### src/rtl/apb2axi_cpl_queue.sv
// Completion queue: round-robin merge of read/write AXI completions into an in-order FIFO for the directory.
// Optional macro APB2AXI_CQ_BYPASS_EN lets a completion pushed into an empty queue reach the directory in the same cycle.
module apb2axi_cpl_queue #(
    parameter int CQ_DEPTH    = 4,
    parameter int ERR_CNT_W   = 8,
    parameter int TAG_W       = 8,
    parameter int NUM_BEATS_W = 8,
    localparam int ENTRY_W    = TAG_W + 2 + NUM_BEATS_W + 1,
    localparam int CNT_W      = $clog2(CQ_DEPTH + 1),
    localparam int PTR_W      = $clog2(CQ_DEPTH)
) (
    input  logic                 pclk,
    input  logic                 presetn,
    input  logic                 rd_cq_cpl_vld,
    input  logic [ENTRY_W-1:0]   rd_cq_cpl_entry,
    output logic                 rd_cq_cpl_ready,
    input  logic                 wr_cq_cpl_vld,
    input  logic [ENTRY_W-1:0]   wr_cq_cpl_entry,
    output logic                 wr_cq_cpl_ready,
    output logic                 cq_dir_cpl_vld,
    output logic [ENTRY_W-1:0]   cq_dir_cpl_entry,
    input  logic                 cq_dir_cpl_ready,
    output logic [CNT_W-1:0]     cq_count,
    output logic [ERR_CNT_W-1:0] cq_err_cnt,
    input  logic                 cq_err_cnt_clr
);

    // Entry layout (MSB..LSB): {tag, resp[1:0], num_beats, error}
    localparam logic [CNT_W-1:0] FULL_CNT = CNT_W'(CQ_DEPTH);

    logic [ENTRY_W-1:0]   mem_q [CQ_DEPTH];
    logic [PTR_W-1:0]     wr_ptr_q, wr_ptr_d;
    logic [PTR_W-1:0]     rd_ptr_q, rd_ptr_d;
    logic [CNT_W-1:0]     count_q, count_d;
    logic [ERR_CNT_W-1:0] err_q, err_d;
    logic                 rr_wr_pri_q, rr_wr_pri_d;

    logic                 full, empty;
    logic                 grant_rd, grant_wr;
    logic                 push, pop, store, bypass_take;
    logic [ENTRY_W-1:0]   push_entry;

    assign full  = (count_q == FULL_CNT);
    assign empty = (count_q == '0);

    assign grant_rd = rd_cq_cpl_vld && (!wr_cq_cpl_vld || !rr_wr_pri_q);
    assign grant_wr = wr_cq_cpl_vld && (!rd_cq_cpl_vld || rr_wr_pri_q);

    // Readys are forced low during reset; a full queue refuses even when popping this cycle.
    assign rd_cq_cpl_ready = presetn && grant_rd && !full;
    assign wr_cq_cpl_ready = presetn && grant_wr && !full;

    assign push       = (rd_cq_cpl_vld && rd_cq_cpl_ready) || (wr_cq_cpl_vld && wr_cq_cpl_ready);
    assign push_entry = grant_wr ? wr_cq_cpl_entry : rd_cq_cpl_entry;
    assign pop        = !empty && cq_dir_cpl_ready;

`ifdef APB2AXI_CQ_BYPASS_EN
    logic bypass;
    assign bypass           = push && empty;
    assign bypass_take      = bypass && cq_dir_cpl_ready;
    assign cq_dir_cpl_vld   = !empty || bypass;
    assign cq_dir_cpl_entry = bypass ? push_entry : mem_q[rd_ptr_q];
`else
    assign bypass_take      = 1'b0;
    assign cq_dir_cpl_vld   = !empty;
    assign cq_dir_cpl_entry = mem_q[rd_ptr_q];
`endif

    assign store      = push && !bypass_take;
    assign cq_count   = count_q;
    assign cq_err_cnt = err_q;

    always_comb begin
        wr_ptr_d    = wr_ptr_q;
        rd_ptr_d    = rd_ptr_q;
        count_d     = count_q;
        err_d       = err_q;
        rr_wr_pri_d = rr_wr_pri_q;

        if (store) wr_ptr_d = wr_ptr_q + 1'b1;
        if (pop)   rd_ptr_d = rd_ptr_q + 1'b1;

        if (store && !pop)      count_d = count_q + 1'b1;
        else if (!store && pop) count_d = count_q - 1'b1;

        // After a contested push the loser gets priority next time.
        if (push && rd_cq_cpl_vld && wr_cq_cpl_vld) rr_wr_pri_d = grant_rd;

        if (cq_err_cnt_clr)                                 err_d = '0;
        else if (push && push_entry[0] && (err_q != '1))    err_d = err_q + 1'b1;
    end

    always_ff @(posedge pclk or negedge presetn) begin
        if (!presetn) begin
            wr_ptr_q    <= '0;
            rd_ptr_q    <= '0;
            count_q     <= '0;
            err_q       <= '0;
            rr_wr_pri_q <= 1'b0;
        end else begin
            wr_ptr_q    <= wr_ptr_d;
            rd_ptr_q    <= rd_ptr_d;
            count_q     <= count_d;
            err_q       <= err_d;
            rr_wr_pri_q <= rr_wr_pri_d;
        end
    end

    always_ff @(posedge pclk or negedge presetn) begin
        if (!presetn) begin
            for (int i = 0; i < CQ_DEPTH; i++) mem_q[i] <= '0;
        end else if (store) begin
            mem_q[wr_ptr_q] <= push_entry;
        end
    end

endmodule
### config.mk
export PLATFORM = sky130hd
export DESIGN_NAME = apb2axi_cpl_queue
export DESIGN_NICKNAME = d
export VERILOG_FILES = /design/src/rtl/apb2axi_cpl_queue.sv
export SDC_FILE = /design/constraint.sdc
export NUM_CORES = 1
export LEC_CHECK = 0
export ABC_AREA = 1
export CORE_UTILIZATION = 54
export CTS_CLUSTER_DIAMETER = 120
export CTS_CLUSTER_SIZE = 8
export DETAILED_ROUTE_END_ITERATION = 10
export PLACE_DENSITY = 0.81
export SKIP_CTS_REPAIR_TIMING = 1
export SLEW_MARGIN = 20
export SYNTH_ARGS = -nofsm -noshare
export SYNTH_HDL_FRONTEND = slang
export SYNTH_SLANG_ARGS = --single-unit
export TNS_END_PERCENT = 10
### constraint.sdc
create_clock -name pclk -period 2.6 [get_ports pclk]
set_input_delay 0.52 -clock pclk [delete_from_list [all_inputs] [get_ports pclk]]
set_output_delay 0.52 -clock pclk [all_outputs]
set_load 0.05 [all_outputs]
======== After elaboration in Yosys (flattened, before gate mapping) ========
Cells that the tools add are included.
cells by class
  $add $sub $neg .......................... 5
  mux-type cells .......................... 11
  bitwise operators ....................... 2
  eq/ne operators ......................... 2
  reduce and logical (&&, ||, !) cells .... 29
  $lt $le $gt $ge ......................... 3
operators by type and width
  kind                                                                  count
  76-bit bitwise mux                                                    1
  19-bit two-way mux                                                    4
  19-bit binary-select mux with 2-bit select                            1
  19-bit demux with 2-bit select                                        1
  1-bit logical AND                                                     16
  8-bit two-way mux                                                     2
  8-bit by 1-bit adder with 8-bit output, second input constant         1
  8-bit != test, second input constant                                  1
  1-bit zero test                                                       7
  3-bit >= comparator, second input constant                            2
  3-bit two-way mux                                                     2
  2-bit inverter with 3-bit output                                      2
  2-bit by 1-bit adder with 2-bit output, second input constant         2
  2-bit nonzero test                                                    2
  3-bit by 1-bit adder with 3-bit output, second input constant         1
  3-bit == test, second input constant                                  1
  3-bit zero test                                                       1
  1-bit logical OR                                                      3
  3-bit by 1-bit < comparator with 1-bit output, second input constant  1
  3-bit by 1-bit subtractor with 3-bit output, second input constant    1
word-level totals
  flip-flop bits (word level) ............. 92
  input port bits ......................... 44
  logic and storage cells ................. 61

======== Depth between registers and ports, before layout ========
  depth after elaboration ................. 11
  gate-level depth with buffers ........... 13
  depth with buffers taken out ............ 12

======== Worst setup path before layout ========
No wires, ideal clock.
  path kind ............................... register to register
  start point ............................. reg count_q[0], in the netlist cq_count[0]
  end point ............................... reg count_q[1], in the netlist cq_count[1]
  data required time ...................... 2475 ps
  data arrival time ....................... 2279 ps
  clock period less this slack ............ 2404 ps
  library setup time ...................... 125 ps
  path buffers ............................ 0
  cell stages (with the launch flop) ...... 8
  slack ................................... 196 ps
  cells stage by stage .................... dfrtp_1 nor2_1 nand2_1 nand2_1 ha_1 inv_1 fa_1 mux2_2
on the way
  elaborated cells between the ends (all ways) .. 19
RTL lines
  item                    line  text
  from (decl)             34    logic [CNT_W-1:0] count_q, count_d;
  from (signal assigned)  103   count_q <= count_d;
  3-bit zero test         44    assign empty = (count_q == '0);
  1-bit zero test         -
  via cq_dir_cpl_vld      20    output logic cq_dir_cpl_vld,
  1-bit logical AND       55    assign pop = !empty && cq_dir_cpl_ready;
  1-bit zero test         83    if (store && !pop) count_d = count_q + 1'b1;
  1-bit logical AND       83
  3-bit two-way mux       83
  via count_d[1]          34
The timed path passes the listed nets, and every way through them passes these cells. The select of a mux whose other input is x is not followed.
A chain may end at the register's enable or synchronous reset.

======== Worst setup path in the final report ========
  start point ............................. in wr_cq_cpl_vld
  end point ............................... out rd_cq_cpl_ready
on the way
  cells in the longest elaborated chain, start to end .. 5
ends and longest elaborated chain
  item                             line  text
  from (decl)                      17    input logic wr_cq_cpl_vld,
  1-bit zero test                  46    assign grant_rd = rd_cq_cpl_vld && (!wr_cq_cpl_vld || !rr_wr_pri_q);
  1-bit logical OR                 46
  1-bit logical AND                46
  1-bit logical AND (2 in series)  50    assign rd_cq_cpl_ready = presetn && grant_rd && !full;
  to (decl)                        16    output logic rd_cq_cpl_ready,
Every way passes these cells.

==> results by stage <==
Status:
- The run finished with clean final reports.

Power and ir drop:
- Summed over all nets, the switching power comes to 3.74 mW.
- Dividing total power by cell area gives a power density of 1280 nW/um^2.
- The leakage power of the design is 2.92 nW.
- The power share of the clock group is 0.118.
- The proportion of total power due to net switching is 0.507.
- The share of total power dissipated in combinational logic is 0.567.
- The cell-internal power is 3.63 mW.
- The worst-case IR drop observed on VDD is 0.856 mV.
- The share of total power dissipated in sequential elements is 0.315.

Cells and area:
- The final standard cell utilization of the core is 0.691.
- The growth of design area from synthesis to finish is 21.5%.
- In the layout the commonest cells are 240 x nand2_1, 111 x o21ai_0, 92 x dfrtp_1.
- Leaving out fill and tap cells, the most frequent cell in the layout is nand2_1.
- The net count reported at finish is 758.
- The proportion of layout cells with a drive suffix above 1 is 0.0900.
- The number of antenna diodes in the final layout is 0.

Flow run:
- Across the run, the number of max-cap violations was 0.

Timing:
- Measured against its own limit, the worst slew margin works out to 0.340.
- The shortest period the worst path allows is 2450 ps.
- The final count of hold timing violations is 0.
- The post-route setup TNS is 0 ps.
- The maximum operating frequency is 409 MHz.
- In the finished design, the share of the clock period the worst path needs comes to 0.941.
- For the pin with the worst max-slew slack, the measured transition is 988 ps.
- Setup repair after global routing left no endpoint under its margin.
- The clock arrives with 12.4 ps of skew.
- The final number of max-transition violations was 0.
- Setup violations remaining at the end of the flow were counted as 0.

Worst setup path:
- The slowest stage of the critical path is the clkdlybuf4s50_1 cell.
- STA classifies the critical path endpoint as an output port.
- Data on the critical path is required at its endpoint by 2080 ps.
- The critical path's most frequent cell is buf_4.
- For the worst setup path, the data arrival time is 1930 ps.
- STA classifies the critical path startpoint as a primary input.
- Traced cell by cell, the critical path runs through clkdlybuf4s50_1, nand2_1, nand2_2, buf_4, clkinv_1, and3_1, buf_4.
- The stage delay of the slowest cell on the critical path is 530 ps.
- The critical path in this run is classified as primary input to output port.
- Of all nets on the critical path, the largest fanout is 9.

Synthesis:
- The count of different cell masters after synthesis is 26.
- The net count after synthesis is 685.
- The share of the Yosys chip area taken by registers is 0.485.
- The cell area that synthesis handed to floorplanning was 4750 sq um.
- The register bit count reported by yosys is 92.
- The post-synthesis instance total is 634.
- The count of yosys warnings during synthesis is 0.
- The average cell area after synthesis is 7.49 sq um.

Route:
- The overall routed net length is 12700 um.
- The detailed-route via count is 4635.
- Using the TritonRoute via totals, the vias-per-cell ratio works out to 5.68.
- Once detail routing completed, the nets flagged for antenna violations numbered 0.
- The detail-routed net length per standard cell is 15.6 um.
- The first-iteration detailed-routing DRC count is 250.
- The first TritonRoute pass finished after 5 iterations.
- The remaining design rule violation count is 0.

CTS:
- The insertion delay to the later sink of the worst-skew pair is 360 ps.
- TritonCTS built the clock tree.
- Clock-pin slew was measured on the worst setup and hold paths at 90 ps.
- The clock net in this run drives a total of 92 sinks.
- The H-tree depth is 3.
- The clock root buffer is clkbuf_8.
- The number of buffers on the longest clock path is 2.
- The number of buffers added by the clock tree synthesis step is 9.

Min path:
- The path class of the tightest hold or removal check is primary input to asynchronous set/reset pin.

Placement:
- Port buffering added 76 buffers.
- The final weighted congestion of routability-driven global placement is 0.839.
- The estimated wirelength of the detail-placed design is 8180 um.

Floorplan:
- The starting density of the core is 0.569.
- The total area inside the core boundary comes to 8340 sq um.
- The number of I/O pins is 77.
- The die area is 9170 sq um.
- Measured along the x axis, the die boundary spans 95.7 um.
- The number of placement rows is 33.
- The die is 95.7 um tall.

Global routing:
- For this run, global-route usage on met3 was measured as 0.0434.
- The overflow left after global routing is 0.
- For this run, global-route usage on met1 was measured as 0.386.
- The number of global-route vias before repair is 4302.
- The maximum number of pins on one net before global-route repair is 52.
- The first global-routing pass estimated 20400 um of wire.
- For met2 alone, demand over resource in global routing was 0.499.
- The initial antenna violation count is 0.
- For this run, the total global-route usage over all layers was measured as 0.294.
- met2 is the most crowded layer.
## power groups by stage
stage                     combinational (mW)  sequential, mW  clock, mW
after floorplan                         2.81            2.36          0
after global placement                  4.06            2.31          0
after detailed placement                4.16            2.34          0
after CTS                               4.17            2.31      0.875
after global routing                    4.53            2.38      0.924
final                                   4.18            2.32      0.872
## sequential cells by signal, summed over array words and instances (netlist names)
name and flops:
wr_ptr_q 2, cq_count 3, cq_err_cnt 8, rr_wr_pri_q 1, rd_ptr_q 2, mem_q 76
## cells in the mapped netlist
master,count,share of area
buf_1,1,0.00079
buf_6,1,0.0024
a21oi_1,2,0.0021
buf_2,10,0.011
o22ai_1,19,0.025
xnor2_1,1,0.0018
fa_1,1,0.0042
ha_1,6,0.016
nand4_1,5,0.0066
nor2_1,51,0.040
clkbuf_1,19,0.015
buf_4,2,0.0032
clkinv_1,1,0.00079
o21ai_0,111,0.12
o21ai_2,1,0.0018
xor2_1,7,0.013
and3_1,1,0.0013
inv_1,28,0.022
nand2_1,240,0.19
nand3_1,21,0.022
nor2_2,4,0.0053
mux2_2,1,0.0024
nand2_2,3,0.0040
clkbuf_4,2,0.0032
o21ai_1,4,0.0042
dfrtp_1,92,0.49
## metal layers
| metal | wire [um] | part of all wire |
|---|---|---|
| met1 | 5260 | 0.41 |
| met2 | 6220 | 0.49 |
| met3 | 996 | 0.078 |
| met4 | 230 | 0.018 |
| met5 | 0 | 0 |
## critical path: cells and delay by family
family	cells	cell delay [ps]
buf+inv	4	990
simple gates	3	400
## path summary, 6_finish.rpt
kind / start / to / slack [ps] / depth (start not counted)
hold reg to reg: mem_q[26] / mem_q[26] / 500 / 2
max in group asynchronous: presetn / mem_q[34] / 1340 / 3
hold / removal: presetn / mem_q[21] / 240 / 2
setup reg to reg: cq_count[0] / mem_q[4] / 400 / 6
setup / recovery: wr_cq_cpl_vld / rd_cq_cpl_ready / 150 / 7
min in group pclk: mem_q[26] / mem_q[26] / 500 / 2
## kinds of logic after synthesis
family | Yosys count | synth area share
AOI/OAI and AO/OA | 137 | 0.150
xor gates and xnor gates | 8 | 0.0148
adders and majority gates | 7 | 0.0200
buffers and inverters | 64 | 0.0580
DFF | 92 | 0.485
muxes | 1 | 0.00237
and+or+nand+nor | 325 | 0.269
## per-stage QoR
stage	setup slack (ps)	power (mW)	cells	area, sq um	hold WS, ps
after floorplan	196	5.17	634	4750	224
after global placement	130	6.37	799	5580	371
after detailed placement	85.6	6.50	799	5580	374
after CTS	153	7.36	814	5750	-11.5
after global routing	40.1	7.84	816	5770	294
final	154	7.37	816	5770	244
## layout make-up
cell class,instances,area [sq um]
fill,711,2570
sequential,92,2300
multi-input combinational,478,2180
timing repair buffer,97,881
clock buffer,11,141
tap,105,131
inverter,29,109
clock inverter,4,26.3
(Power assumes the default switching activity.)
